$ cat config.mk
export PLATFORM = sky130hd
export DESIGN_NAME = sipo_rx
export DESIGN_NICKNAME = d
export VERILOG_FILES = /design/src/rtl/sipo_pkg.sv /design/src/rtl/sipo_gap_timer.sv /design/src/rtl/sipo_rx.sv
export SDC_FILE = /design/constraint.sdc
export NUM_CORES = 1
export LEC_CHECK = 0
export ABC_CLOCK_PERIOD_IN_PS = 3700
export CAP_MARGIN = 20
export CORE_ASPECT_RATIO = 0.8
export CORE_UTILIZATION = 57
export CTS_CLUSTER_DIAMETER = 200
export DETAILED_ROUTE_END_ITERATION = 6
export PLACE_DENSITY = 0.9
export SYNTH_ARGS = -nofsm -noshare
export SYNTH_HDL_FRONTEND = slang
export SYNTH_HIERARCHICAL = 1
export SYNTH_SLANG_ARGS = --single-unit
export TNS_END_PERCENT = 5
$ cat constraint.sdc
create_clock -name clk -period 3.7 [get_ports clk]
set_input_delay 0.37 -clock clk [delete_from_list [all_inputs] [get_ports clk]]
set_output_delay 0.37 -clock clk [all_outputs]
set_load 0.05 [all_outputs]
$ cat src/rtl/sipo_pkg.sv
// sipo_pkg: shared types and width helpers for the SIPO receiver slice.
//   state_t    - receiver FSM states (IDLE, RECV)
//   cnt_w()    - bit-count width for a WIDTH-bit word: clog2(WIDTH+1)
//   gap_w()    - idle gap-counter width for a timeout: clog2(TIMEOUT+1)
package sipo_pkg;

    typedef enum logic {
        IDLE = 1'b0,
        RECV = 1'b1
    } state_t;

    function automatic int cnt_w(input int width);
        return $clog2(width + 1);
    endfunction

    function automatic int gap_w(input int timeout);
        return $clog2(timeout + 1);
    endfunction

    localparam int DEF_WIDTH   = 8;
    localparam int DEF_TIMEOUT = 16;
    localparam int DEF_CNT_W   = $clog2(DEF_WIDTH + 1);
    localparam int DEF_GAP_W   = $clog2(DEF_TIMEOUT + 1);

endpackage

$ cat src/rtl/sipo_gap_timer.sv
// sipo_gap_timer: idle-cycle counter used to time out stalled partial words.
//   clk, rst_n - clock, synchronous active-low reset
//   clear      - load the counter with zero (wins over enable)
//   enable     - count one idle cycle
//   expired    - counter has reached TIMEOUT
module sipo_gap_timer
    import sipo_pkg::*;
#(
    parameter int TIMEOUT = 16
) (
    input  logic clk,
    input  logic rst_n,
    input  logic clear,
    input  logic enable,
    output logic expired
);

    localparam int GW = gap_w(TIMEOUT);

    logic [GW-1:0] gap;

    assign expired = (gap == GW'(TIMEOUT));

    // Holds at TIMEOUT until cleared so the count can never wrap.
    always_ff @(posedge clk) begin
        if (!rst_n)
            gap <= '0;
        else if (clear)
            gap <= '0;
        else if (enable && !expired)
            gap <= gap + 1'b1;
    end

endmodule

$ cat src/rtl/sipo_rx.sv
// sipo_rx: serial-in/parallel-out receiver behind the PISO serializer.
//   clk, rst_n - clock, synchronous active-low reset
//   In/Valid_i - serial bit and its qualifier
//   Out/Valid_o- assembled word, held until Ack_i
//   Ack_i      - consumer takes Out (ignored while Valid_o=0)
//   Overrun_o  - sticky: completed word dropped because Out was full
//   Drop_o     - one-cycle pulse: partial word discarded by gap timeout
module sipo_rx
    import sipo_pkg::*;
#(
    parameter int WIDTH     = 8,
    parameter int MSB_FIRST = 0,
    parameter int TIMEOUT   = 16
) (
    input  logic             clk,
    input  logic             rst_n,
    input  logic             In,
    input  logic             Valid_i,
    output logic [WIDTH-1:0] Out,
    output logic             Valid_o,
    input  logic             Ack_i,
    output logic             Overrun_o,
    output logic             Drop_o
);

    localparam int CW = cnt_w(WIDTH);

    state_t           state, state_n;
    logic [CW-1:0]    cnt, cnt_n, base_cnt;
    logic [WIDTH-1:0] sr, sr_n, base_sr, shifted;
    logic             expired, timeout, complete, ack_acc;

    sipo_gap_timer #(.TIMEOUT(TIMEOUT)) u_gap (
        .clk     (clk),
        .rst_n   (rst_n),
        .clear   ((state != RECV) || Valid_i || timeout),
        .enable  ((state == RECV) && !Valid_i),
        .expired (expired)
    );

    // Timeout discards the partial word, yet a bit arriving in the same
    // cycle must start a fresh word, so shifting works from a zeroed base.
    assign timeout  = (state == RECV) && expired;
    assign base_sr  = (timeout || state == IDLE) ? '0 : sr;
    assign base_cnt = timeout ? '0 : cnt;
    assign complete = Valid_i && (base_cnt == CW'(WIDTH - 1));
    assign ack_acc  = Valid_o && Ack_i;

    generate
        if (MSB_FIRST != 0) begin : g_msb
            assign shifted = (base_sr << 1) | WIDTH'(In);
        end else begin : g_lsb
            assign shifted = (base_sr >> 1) | {In, {(WIDTH-1){1'b0}}};
        end
    endgenerate

    always_ff @(posedge clk) begin
        if (!rst_n) begin
            state <= IDLE;
            cnt   <= '0;
            sr    <= '0;
        end else begin
            state <= state_n;
            cnt   <= cnt_n;
            sr    <= sr_n;
        end
    end

    always_comb begin
        state_n = state;
        cnt_n   = cnt;
        sr_n    = sr;
        if (timeout) begin
            state_n = IDLE;
            cnt_n   = '0;
            sr_n    = '0;
        end
        if (Valid_i) begin
            if (complete) begin
                state_n = IDLE;
                cnt_n   = '0;
                sr_n    = '0;
            end else begin
                state_n = RECV;
                cnt_n   = base_cnt + 1'b1;
                sr_n    = shifted;
            end
        end
    end

    // An ack in the completion cycle frees Out in time, so the new word
    // loads and no overrun is flagged.
    always_ff @(posedge clk) begin
        if (!rst_n) begin
            Out       <= '0;
            Valid_o   <= 1'b0;
            Overrun_o <= 1'b0;
            Drop_o    <= 1'b0;
        end else begin
            if (complete && (!Valid_o || ack_acc)) begin
                Out     <= shifted;
                Valid_o <= 1'b1;
            end else if (ack_acc) begin
                Valid_o <= 1'b0;
            end
            Overrun_o <= ack_acc ? 1'b0 : (Overrun_o | (complete & Valid_o));
            Drop_o    <= timeout;
        end
    end

endmodule

# ---- Word-level counts from Yosys, hierarchy flattened
# Cells that the tools add are included.
dict set report word_totals {
  regBits 29
  inputBits 5
  word_cells 46
}
dict set report op_classes {
  n_mux 12
  n_eq_ne 2
  add_sub_neg 2
  reduce_logical 17
  bitwise 5
}
# operator n
set op_table {}
lappend op_table {{$mux 8} 4}
lappend op_table {{$mux 4} 3}
lappend op_table {{$or 7x8->8} 1}
lappend op_table {{$logic_and 1x1->1} 6}
lappend op_table {{$add 5x1->5 const B} 1}
lappend op_table {{$eq 5x5->1 const B} 1}
lappend op_table {{$mux 1} 5}
lappend op_table {{$add 4x1->4 const B} 1}
lappend op_table {{$eq 4x3->1 const B} 1}
lappend op_table {{$logic_or 1x1->1} 4}
lappend op_table {{$reduce_bool 2->1} 2}
lappend op_table {{$reduce_or 2->1} 2}
lappend op_table {{$logic_not 1->1} 3}
lappend op_table {{$not 1->1} 2}
lappend op_table {{$and 1x1->1} 1}
lappend op_table {{$or 1x1->1} 1}

# ---- Logic depth before layout (Yosys ltp)
# Gate-level depths: netlist of run 1.
dict set report depth {
  depth_word 7
  mapped_depth 11
}

# ---- Hierarchy
# Netlist of run 1, hierarchy kept.
# module area_each_um2 cells_per_inst seq_area_each_um2 instances
set modules_own_cells {}
lappend modules_own_cells {sipo_rx 997.2 113 460.4 1}
lappend modules_own_cells {sipo_gap_timer 275.3 29 100.1 1}

# ---- Worst setup path after synthesis of run 1
# OpenSTA, ideal clock, no wires.
dict set report synth_path {
  kind {reg2reg}
  from {register u_gap.gap[0]}
  to {register Out[0]}
  path_slack_ns 1.581
  arrival_time_ns 2.047
  path_stages_with_launch 11
  setup_time_ns 0.072
  path_cell_list {dfxtp_1 -> inv_1 -> ha_1 -> nand4bb_4 -> inv_1 -> nand2_1 -> and2_1 -> ha_1 -> nand4b_4 -> nor3_4 -> mux2i_1}
}
dict set report synth_via {
  elab_chain_len 6
  elab_cells_between_ends 9
  classes_between {eq/ne (2); mux (2); bitwise (1); reduce/logical (4)}
}
# element line_no
set synth_rtl {}
lappend synth_rtl {{from (decl)} sipo_gap_timer.sv:20} ;# logic [GW-1:0] gap;
lappend synth_rtl {{from (signal assigned)} sipo_gap_timer.sv:31} ;# gap <= gap + 1'b1;
lappend synth_rtl {{$eq 5x5->1 (*)} sipo_gap_timer.sv:22} ;# assign expired = (gap == GW'(TIMEOUT));
lappend synth_rtl {{via expired} sipo_rx.sv:31} ;# logic expired, timeout, complete, ack_acc;
lappend synth_rtl {{$logic_and 1x1->1 (*)} sipo_rx.sv:43} ;# assign timeout = (state == RECV) && expired;
lappend synth_rtl {{$mux 4} n/a}
lappend synth_rtl {{$eq 4x3->1} sipo_rx.sv:46} ;# assign complete = Valid_i && (base_cnt == CW'(WIDTH - 1));
lappend synth_rtl {{$logic_and 1x1->1} sipo_rx.sv:46}
lappend synth_rtl {{$logic_and 1x1->1} sipo_rx.sv:100} ;# if (complete && (!Valid_o || ack_acc)) begin
lappend synth_rtl {{to (signal assigned)} sipo_rx.sv:101} ;# Out <= shifted;
lappend synth_rtl {{to (decl)} sipo_rx.sv:19} ;# output logic [WIDTH-1:0] Out,
# The timed path passes the listed nets; every way through them passes the cells marked *.
# A chain may end at the register's enable or synchronous reset.

# ---- Final worst setup path of run 1
dict set report layout_path {
  from {register u_gap.gap[0]}
  to {register Out[4]}
}
# Same word-level chain as after synthesis.

==> impl_metrics.csv, run 1 <==
group,metric,value,unit
run_status,status,"finished, final reports clean",
yosys,avgSynthCellArea,8.96,um^2
place,placed_area,1420,um^2
power,p_leak,0.000520,uW
worst_setup_path,crit_fanout,8,
route,drc,0,
worst_setup_path,cp-start-kind,"flop",
floorplanning,die_area,2430,um^2
place,place_congestion,0.802,
sta,final.setup_skew,0.00887,ns
worst_setup_path,r2r_slack,1.18,ns
global_route,grt_usage,0.230,
worst_setup_path,r2r-end,"Out[4]",
sta,tns,0,ns
yosys,yosysMostFrequentCell,"nand2_1",
route,drt_iter0_markers,23,
yosys,synth.distinct_cells,33,
floorplanning,start_util,0.637,
power,clockPowerShare,0.261,
yosys,yosysSeqAreaShare,0.441,
cts,htreeDepth,1,
sta,hold_viol_final,0,
cts,ctsResizeCount,0,
power,seqPwrFrac,0.673,
min_path,hold_path_end,"sr[1]",
global_route,grtUsageMet2,0.359,
sta,drv_slew,0,
yosys,synth_fp_nets,150,
yosys,synth_common_cells,"31 x nand2_1, 28 x dfxtp_1, 9 x a21oi_1, 9 x mux2i_1, 9 x nand4_1",
cts,numCtsBuffers,3,
cts,clock-sinks,28,
yosys,netlist.area_leader.share,0.441,
power,power_switching,104,uW
yosys,ys.flop_type,"dfxtp_1",
power,p_sw_frac,0.227,
sta,setup_violations,0,
yosys,syn-cell-area,1270,um^2
worst_setup_path,critPathKind,"flop to flop",
route,vias_per_cell,5.73,
sta,min_period,2.52,ns
sta,slew_headroom,0.531,
cells_and_area,design_area,1440,um^2
sta,fmax,0.396,GHz
min_path,min-delay-start,"sr[1]",
yosys,syn_inst,142,
min_path,hold_path_class,"flop to flop",
cts,cts_tree,"yes",
floorplanning,dieWidth,54.8,um
worst_setup_path,required,3.95,ns
floorplanning,rows,14,
yosys,synth_area_leaders,"dfxtp_1 44%, nand2_1 9.1%, mux2i_1 7.1%, nand4_1 4.4%, a21oi_1 3.5%",
route,drt_first_pass_iters,4,
worst_setup_path,endpoint_kind,"flop",
global_route,grt_pass1_vias,899,
cts,insertion_delay,0.32,ns
yosys,synth_edf_count,0,
power,p_per_area,319,nW/um^2
cts,clockRootBuffer,"clkbuf_4",
run,maxCapViolations,0,
yosys,synth_top_area_cell,"dfxtp_1",
yosys,synth_seq_cells,28,
global_route,met1_usage,0.317,
power,pwr-share-comb,0.066,
yosys,yosysWarnings,6,
global_route,grtUsageMet3,0.0619,
min_path,holdPathStages,2,
worst_setup_path,rr_startpoint,"u_gap/gap[0]",
global_route,top_usage_layer,"met2",
cts,post_cts_buffers,0,
cts,ctsHoldBuffers,0,
route,vias,1015,
floorplanning,core_area,2000,um^2
global_route,grt_first_pass_wirelength,3.98,mm
sta,rsz0062_at_grt,"false",
place,dpl.hpwl,1.85,mm
route,final_antenna_net_count,0,
power,vdd_drop_max,217,uV
global_route,grt_max_degree,19,
sta,worstMarginPinSlew,0.701,ns
cts,max-clock-path-buffers,2,
floorplanning,io_pins,16,
cells_and_area,fin_nets,163,
global_route,antenna_found_initial,0,
power,p_int,354,uW
floorplanning,die_h,44.3,um
cts,clk_pin_slew,0.14,ns
cells_and_area,syn_to_final_growth,13.0,%
worst_setup_path,critical_path_arrival,2.78,ns
worst_setup_path,r2r_cells,11,
route,routedWlPerCell,13.9,um
yosys,synthArstFlopShare,0,
place,place.port_buffers,15,
sta,finalCritPeriodShare,0.682,
cells_and_area,drive_above_1_share,0.0523,
route,drt-total-wl,2.46,mm
cells_and_area,antenna_cells,0,
global_route,grt-ovfl-total,0,
stage by stage:
step,hold WS (ns),power [uW],worst slack [ns],util,instances
2_1_floorplan,0.437,336,1.58,-,142
3_3_place_gp,0.444,343,1.45,0.709,174
3_5_place_dp,0.447,345,1.24,0.709,174
4_1_cts,0.466,459,1.20,0.720,177
5_1_grt,0.500,476,0.953,0.720,177
6_report,0.469,458,1.18,0.720,177
how the worst max path moves through the flow:
stage	from	endpoint	slack [ns]	cells after the start
global placement	u_gap/gap[1]	Out[3]	1.45	10
finish	u_gap/gap[0]	Out[4]	1.18	11
CTS	u_gap/gap[0]	Out[4]	1.20	11
global route	u_gap/gap[0]	Out[6]	0.95	11
floorplan	u_gap/gap[0]	Out[0]	1.58	10
detailed placement	u_gap/gap[0]	Out[4]	1.24	11
state kept, by name (all words and copies together) (netlist names):
register and cells:
Drop_o 1, Out 8, Overrun_o 1, Valid_o 1, cnt 4, sr 7
state 1, u_gap/gap 5
cell type report:
type / count / area (um^2)
Tap cell: 24 / 30.0
Fill cell: 168 / 559
Sequential cell: 28 / 561
Inverter: 5 / 18.8
Multi-Input combinational cell: 102 / 656
Timing Repair Buffer: 15 / 150
Clock buffer: 3 / 22.5
placed cells by master, fill, tap and decap left out, types with 3 or more instances in the layout:
| master | netlist | final |
|---|---|---|
| and2_1 | 3 | 3 |
| nor2b_1 | 4 | 4 |
| a21oi_1 | 9 | 9 |
| ha_1 | 3 | 3 |
| nand2_1 | 31 | 31 |
| nor2_1 | 7 | 7 |
| clkdlybuf4s50_1 | 0 | 15 |
| clkbuf_4 | 0 | 3 |
| nand3_1 | 5 | 5 |
| mux2i_1 | 9 | 9 |
| inv_1 | 4 | 4 |
| xor2_1 | 3 | 3 |
| dfxtp_1 | 28 | 28 |
| nand4_1 | 9 | 9 |
worst max-delay path: stages, from the launching register on:
cell,delay [ns]
dfxtp_1,0.41
inv_1,0.09
ha_1,0.24
nand4bb_4,0.12
inv_1,0.09
nand2_1,0.18
nand2_1,0.11
inv_1,0.07
ha_1,0.25
nand4b_4,0.16
nor3_4,0.46
mux2i_1,0.26
cell families after synthesis:
group	count (synthesis)	share of synthesized area
simple gates	68	0.296
flops	28	0.441
compound gates	18	0.0914
buf+inv	12	0.0442
mux	9	0.0708
xor+xnor	4	0.0275
fa+ha+maj	3	0.0295
per-layer routing:
metal  share of wire  vias up
li1                -      509
met3           0.054        2
met2            0.44       27
met5               0        -
met4          0.0057        0
met1            0.50      477
power groups by stage:
stage / registers (uW) / logic [uW] / clock network, uW
global placement: 315 / 28.3 / 0
detailed placement: 315 / 29.6 / 0
global route: 309 / 33.0 / 133
CTS: 308 / 29.8 / 121
floorplan: 314 / 21.9 / 0
finish: 309 / 30.2 / 120
(Power assumes the default switching activity.)
==> inputs of run 2 (changes only) <==
--- a/config.mk
+++ b/config.mk
@@ -5,13 +5,13 @@
 export SDC_FILE = /design/constraint.sdc
 export NUM_CORES = 1
 export LEC_CHECK = 0
-export ABC_CLOCK_PERIOD_IN_PS = 3700
+export ABC_CLOCK_PERIOD_IN_PS = 2200
 export CAP_MARGIN = 20
 export CORE_ASPECT_RATIO = 0.8
-export CORE_UTILIZATION = 57
+export CORE_UTILIZATION = 48
 export CTS_CLUSTER_DIAMETER = 200
 export DETAILED_ROUTE_END_ITERATION = 6
-export PLACE_DENSITY = 0.9
+export PLACE_DENSITY = 0.81
 export SYNTH_ARGS = -nofsm -noshare
 export SYNTH_HDL_FRONTEND = slang
 export SYNTH_HIERARCHICAL = 1
==> constraint.sdc (replaced) <==
create_clock -name clk -period 2.2 [get_ports clk]
set_input_delay 0.22 -clock clk [delete_from_list [all_inputs] [get_ports clk]]
set_output_delay 0.22 -clock clk [all_outputs]
set_load 0.05 [all_outputs]
==> run 2 against run 1 <==
Net effect:
- utilization down 9.3 points
- non-clock buffer count up 6
- clock power rose to 2.8 times the previous value
- die area up 18%
- cell count up 11%
- critical path type unchanged
==> impl_metrics.csv, run 2 (same netlist as run 1, synthesis figures left out) <==
group,metric,value,unit
worst_setup_path,r2r_cells,12,
cells_and_area,largest_reg_flops,8,
worst_setup_path,critical_path_arrival,2.26,ns
min_path,hold_path_end,"Out[7]",
sta,fmax,0.486,GHz
sta,hold_viol_final,0,
sta,final.setup_skew,0.0128,ns
cells_and_area,fin_nets,169,
worst_setup_path,cpMaxStageDelayCell,"dfxtp_2",
power,vdd_drop_max,358,uV
floorplanning,rows,16,
cells_and_area,fin_util,0.627,
sta,rsz0062_at_grt,"false",
floorplanning,die_area,2860,um^2
worst_setup_path,endpoint_kind,"flop",
cts,numCtsBuffers,3,
cells_and_area,post_layout_nonfiller_instances,196,
route,drc,0,
global_route,grt_pass1_vias,952,
worst_setup_path,crit_chain,"inv_1, ha_1, nand4bb_4, inv_1, nand2_1, nand2_1, inv_1, ha_4, nand3b_1, buf_4, nor2_1, o32ai_1",
floorplanning,die_h,48.1,um
worst_setup_path,cpMostUsedCell,"inv_1",
route,vias,1057,
sta,tns,0,ns
cts,insertion_delay,0.33,ns
sta,min_period,2.06,ns
run_status,status,"finished, final reports clean",
sta,setup_violations,0,
cells_and_area,syn_to_final_growth,22.2,%
worst_setup_path,r2r_slack,0.14,ns
sta,finalWorstSetupSlack,0.140,ns
place,dpl.hpwl,1.88,mm
cells_and_area,largestRegisters,"Out x8, sr x7, u_gap/gap x5",
run,maxCapViolations,0,
cts,clockRootBuffer,"clkbuf_4",
global_route,grt_max_degree,17,
cts,max-clock-path-buffers,2,
min_path,holdPathStages,2,
cts,ctsHoldBuffers,0,
route,final_antenna_net_count,0,
floorplanning,io_pins,16,
global_route,grt_first_pass_wirelength,4.12,mm
worst_setup_path,rr_startpoint,"u_gap/gap[0]",
cells_and_area,drive_above_1_share,0.113,
worst_setup_path,path_buf_inv,4,
sta,slew_headroom,0.635,
worst_setup_path,max_stage_delay,0.36,ns
cells_and_area,antenna_cells,0,
global_route,grt_usage,0.201,
route,routedWlPerCell,14.2,um
route,drt-total-wl,2.77,mm
route,vias_per_cell,5.39,
worst_setup_path,cp-start-kind,"flop",
sta,finalCritPeriodShare,0.936,
place,place_congestion,0.812,
worst_setup_path,r2r-end,"cnt[1]",
worst_setup_path,critPathTopFamily,"simple AND/OR/NAND/NOR gates",
cells_and_area,layout_common_cells,"31 x nand2_1, 26 x dfxtp_1, 15 x clkdlybuf4s50_1",
cells_and_area,final_common_cell,"nand2_1",
route,drt_iter0_markers,35,
place,place.port_buffers,15,
floorplanning,start_util,0.513,
worst_setup_path,required,2.40,ns
place,dp_cells,191,
cts,clock-sinks,28,
route,drt_first_pass_iters,4,
min_path,hold_path_class,"flop to flop",
sta,worstMarginPinSlew,0.547,ns
floorplanning,dieWidth,59.6,um
min_path,min-delay-start,"Out[7]",
worst_setup_path,critPathKind,"flop to flop",
global_route,antenna_found_initial,0,
cts,cts_tree,"yes",
cts,htreeDepth,1,
worst_setup_path,worstSetupStartpoint,"u_gap/gap[0]",
power,finalPower,910,uW
cells_and_area,largest_register,"Out",
global_route,grt-ovfl-total,0,
floorplanning,core_area,2480,um^2
cts,clk_pin_slew,0.15,ns
place,pre_cts_slack,0.0465,ns
power,p_leak,0.000565,uW
sta,drv_slew,0,
worst_setup_path,crit_fanout,5,
power,p_per_area,585,nW/um^2
[run 2: cell count changes in the layout (fill, tap and decap cells not counted), sizes merged]
cell    delta
buf        +6
bufinv     +1
[run 2: report_power, final]
part	leakage [uW]	total, uW	switching (uW)	internal [uW]
Sequential	0.000227	520	6.72	513
Clock	0.0000279	331	146	184
Combinational	0.000309	58.7	35.6	23.2
Total	0.000565	910	189	721
[run 2: layer usage]
| metal | wire length [um] | global-route usage | up-vias |
|---|---|---|---|
| li1 | - | - | 519 |
| met1 | 1260 | 0.252 | 495 |
| met2 | 1340 | 0.339 | 39 |
| met3 | 131 | 0.0486 | 4 |
| met4 | 37 | 0.0837 | 0 |
| met5 | 0 | 0 | - |
[run 2: metrics by stage]
step | instance area [um^2] | hold slack [ns]
floorplan | 1270 | 0.362
CTS | 1530 | 0.474
global route | 1560 | 0.497
finish | 1560 | 0.472
detailed placement | 1480 | 0.449
global placement | 1480 | 0.444
[run 2: area by class of cell]
type                       count  area (um^2)
fill                         218          927
timing repair buffer          21          208
inverter                       5         18.8
tap                           36         45.0
clock buffer                   3         22.5
clock inverter                 1         30.0
sequential                    28          563
multi-input combinational    102          668
[run 2: worst max path at each step]
stage | end | slack [ns] | depth (start not counted)
after floorplan | Out[0] | 0.08 | 10
after CTS | cnt[0] | 0.01 | 10
after global routing | Out[3] | 0.02 | 12
after global placement | Out[1] | 0.19 | 11
after detailed placement | cnt[0] | 0.05 | 10
final | cnt[1] | 0.14 | 12
[run 2: worst reg2reg max path: stages (launching register included)]
cell       delay, ns
dfxtp_2         0.36
inv_1           0.07
ha_1            0.23
nand4bb_4       0.12
inv_1           0.09
nand2_1         0.11
nand2_1         0.08
inv_1           0.10
ha_4            0.16
nand3b_1        0.16
buf_4           0.21
nor2_1          0.14
o32ai_1         0.12
[run 2: repair_timing]
| item | 4_1_cts | 5_1_grt |
|---|---|---|
| gates resized for setup | 0 | 4 |
| buffers inserted | 0 | 1 |
| endpoints found under the setup margin | 0 | 12 |
==> inputs of run 3 (changes only) <==
--- a/config.mk
+++ b/config.mk
@@ -8,10 +8,10 @@
 export ABC_CLOCK_PERIOD_IN_PS = 2200
 export CAP_MARGIN = 20
 export CORE_ASPECT_RATIO = 0.8
-export CORE_UTILIZATION = 48
+export CORE_UTILIZATION = 46
 export CTS_CLUSTER_DIAMETER = 200
 export DETAILED_ROUTE_END_ITERATION = 6
-export PLACE_DENSITY = 0.81
+export PLACE_DENSITY = 0.79
 export SYNTH_ARGS = -nofsm -noshare
 export SYNTH_HDL_FRONTEND = slang
 export SYNTH_HIERARCHICAL = 1
==> run 3 against run 2 <==
Net effect:
- first-iteration DRC count rose by 46%
- cell count did not move
- critical path depth fell by 2
==> impl_metrics.csv, run 3 (same netlist as run 1, synthesis figures left out) <==
group,metric,value,unit
worst_setup_path,endpoint_kind,"flop",
place,place_congestion,0.824,
power,vdd_drop_max,289,uV
place,placed_area,1480,um^2
sta,rsz0062_at_grt,"false",
cells_and_area,final_common_cell,"nand2_1",
global_route,antenna_found_initial,0,
cells_and_area,largestRegisters,"Out x8, sr x7, u_gap/gap x5",
worst_setup_path,required,2.44,ns
cells_and_area,drive_above_1_share,0.119,
floorplanning,dieWidth,60.8,um
floorplanning,core_area,2540,um^2
worst_setup_path,crit_fanout,8,
floorplanning,io_pins,16,
global_route,grt_pass1_vias,944,
power,p_leak,0.000554,uW
sta,drv_slew,0,
cells_and_area,fin_nets,169,
floorplanning,die_h,49.0,um
cells_and_area,syn_to_final_growth,20.3,%
sta,whs,0.467,ns
sta,setup_violations,0,
cts,clockRootBuffer,"clkbuf_4",
cells_and_area,largest_register,"Out",
cts,ctsHoldBuffers,0,
cts,clk_pin_slew,0.14,ns
worst_setup_path,cp-start-kind,"flop",
run,maxCapViolations,0,
cts,htreeDepth,1,
sta,hold_viol_final,0,
route,final_antenna_net_count,0,
route,routedWlPerCell,13.3,um
route,drc,0,
route,vias,1049,
run_status,status,"finished, final reports clean",
sta,min_period,2.07,ns
cts,cts_tree,"yes",
floorplanning,start_util,0.500,
cells_and_area,layout_common_cells,"31 x nand2_1, 27 x dfxtp_1, 15 x clkdlybuf4s50_1",
sta,final.setup_skew,0.00609,ns
cells_and_area,largest_reg_flops,8,
sta,finalCritPeriodShare,0.943,
floorplanning,die_area,2980,um^2
cts,clock-sinks,28,
sta,fmax,0.482,GHz
cts,insertion_delay,0.33,ns
sta,worstMarginPinSlew,0.566,ns
cells_and_area,design_area,1530,um^2
sta,tns,0,ns
place,dpl.hpwl,1.90,mm
cts,max-clock-path-buffers,2,
floorplanning,rows,16,
place,place.port_buffers,15,
route,drt-total-wl,2.60,mm
global_route,grt_first_pass_wirelength,4.22,mm
power,p_per_area,536,nW/um^2
route,drt_iter0_markers,51,
route,drt_first_pass_iters,4,
route,vias_per_cell,5.35,
global_route,grt_max_degree,16,
global_route,grt-ovfl-total,0,
global_route,grt_usage,0.188,
worst_setup_path,critical_path_arrival,2.32,ns
cells_and_area,antenna_cells,0,
min_path,hold_path_class,"flop to flop",
sta,slew_headroom,0.623,
worst_setup_path,critPathKind,"flop to flop",
cts,numCtsBuffers,3,
-- run 3: routing by layer --
metal	GRT usage	share of wire	vias to the layer above
li1	-	-	520
met1	0.247	0.47	486
met2	0.293	0.45	39
met3	0.0637	0.064	4
met4	0.0455	0.010	0
met5	0	0	-
-- run 3: report_power, final --
group | internal (uW) | total (uW) | leakage (uW) | switching, uW
clock | 101 | 244 | 0.0000210 | 143
combinational | 22.6 | 57.5 | 0.000306 | 34.9
sequential | 513 | 519 | 0.000227 | 5.55
total | 637 | 821 | 0.000554 | 183
-- run 3: worst max-delay path, stage by stage, from the launching register on --
cell and delay, ns:
dfxtp_1 0.35, inv_1 0.10, ha_2 0.20, nand4bb_4 0.14, inv_2 0.10, nand2_1 0.09, and2_1 0.19, ha_2 0.20
nand3b_1 0.27, nand2b_1 0.10, a311oi_1 0.26
-- run 3: path summary, 6_finish.rpt --
check | start | endpoint | slack [ns] | depth (start not counted)
worst max-delay path | u_gap/gap[0] | cnt[0] | 0.13 | 10
worst min-delay path | Out[2] | Out[2] | 0.47 | 2
worst max register to register | u_gap/gap[0] | cnt[0] | 0.13 | 10
worst min register to register | Out[2] | Out[2] | 0.47 | 2
-- run 3: what timing repair did --
item                                    in CTS  in global routing
endpoints found under the setup margin       0                 17
buffers inserted                             0                  1
endpoints found under the hold margin        0                  0
gates resized for setup                      0                  4
-- run 3: per-stage QoR --
step,setup slack [ns],instances,utilization,power [uW]
after floorplan,0.0815,142,-,565
after global placement,0.190,191,0.582,582
after detailed placement,0.0569,191,0.582,585
after CTS,0.0252,195,0.596,826
after global routing,0.00174,196,0.602,856
final,0.125,196,0.602,821
-- run 3: final cells by class --
cell class,count,area [um^2]
repair buffers,21,208
fillers,209,1010
multi-input cells,102,661
inverters,5,18.8
clock buffers,4,36.3
well taps,36,45.0
flip-flops and latches,28,562
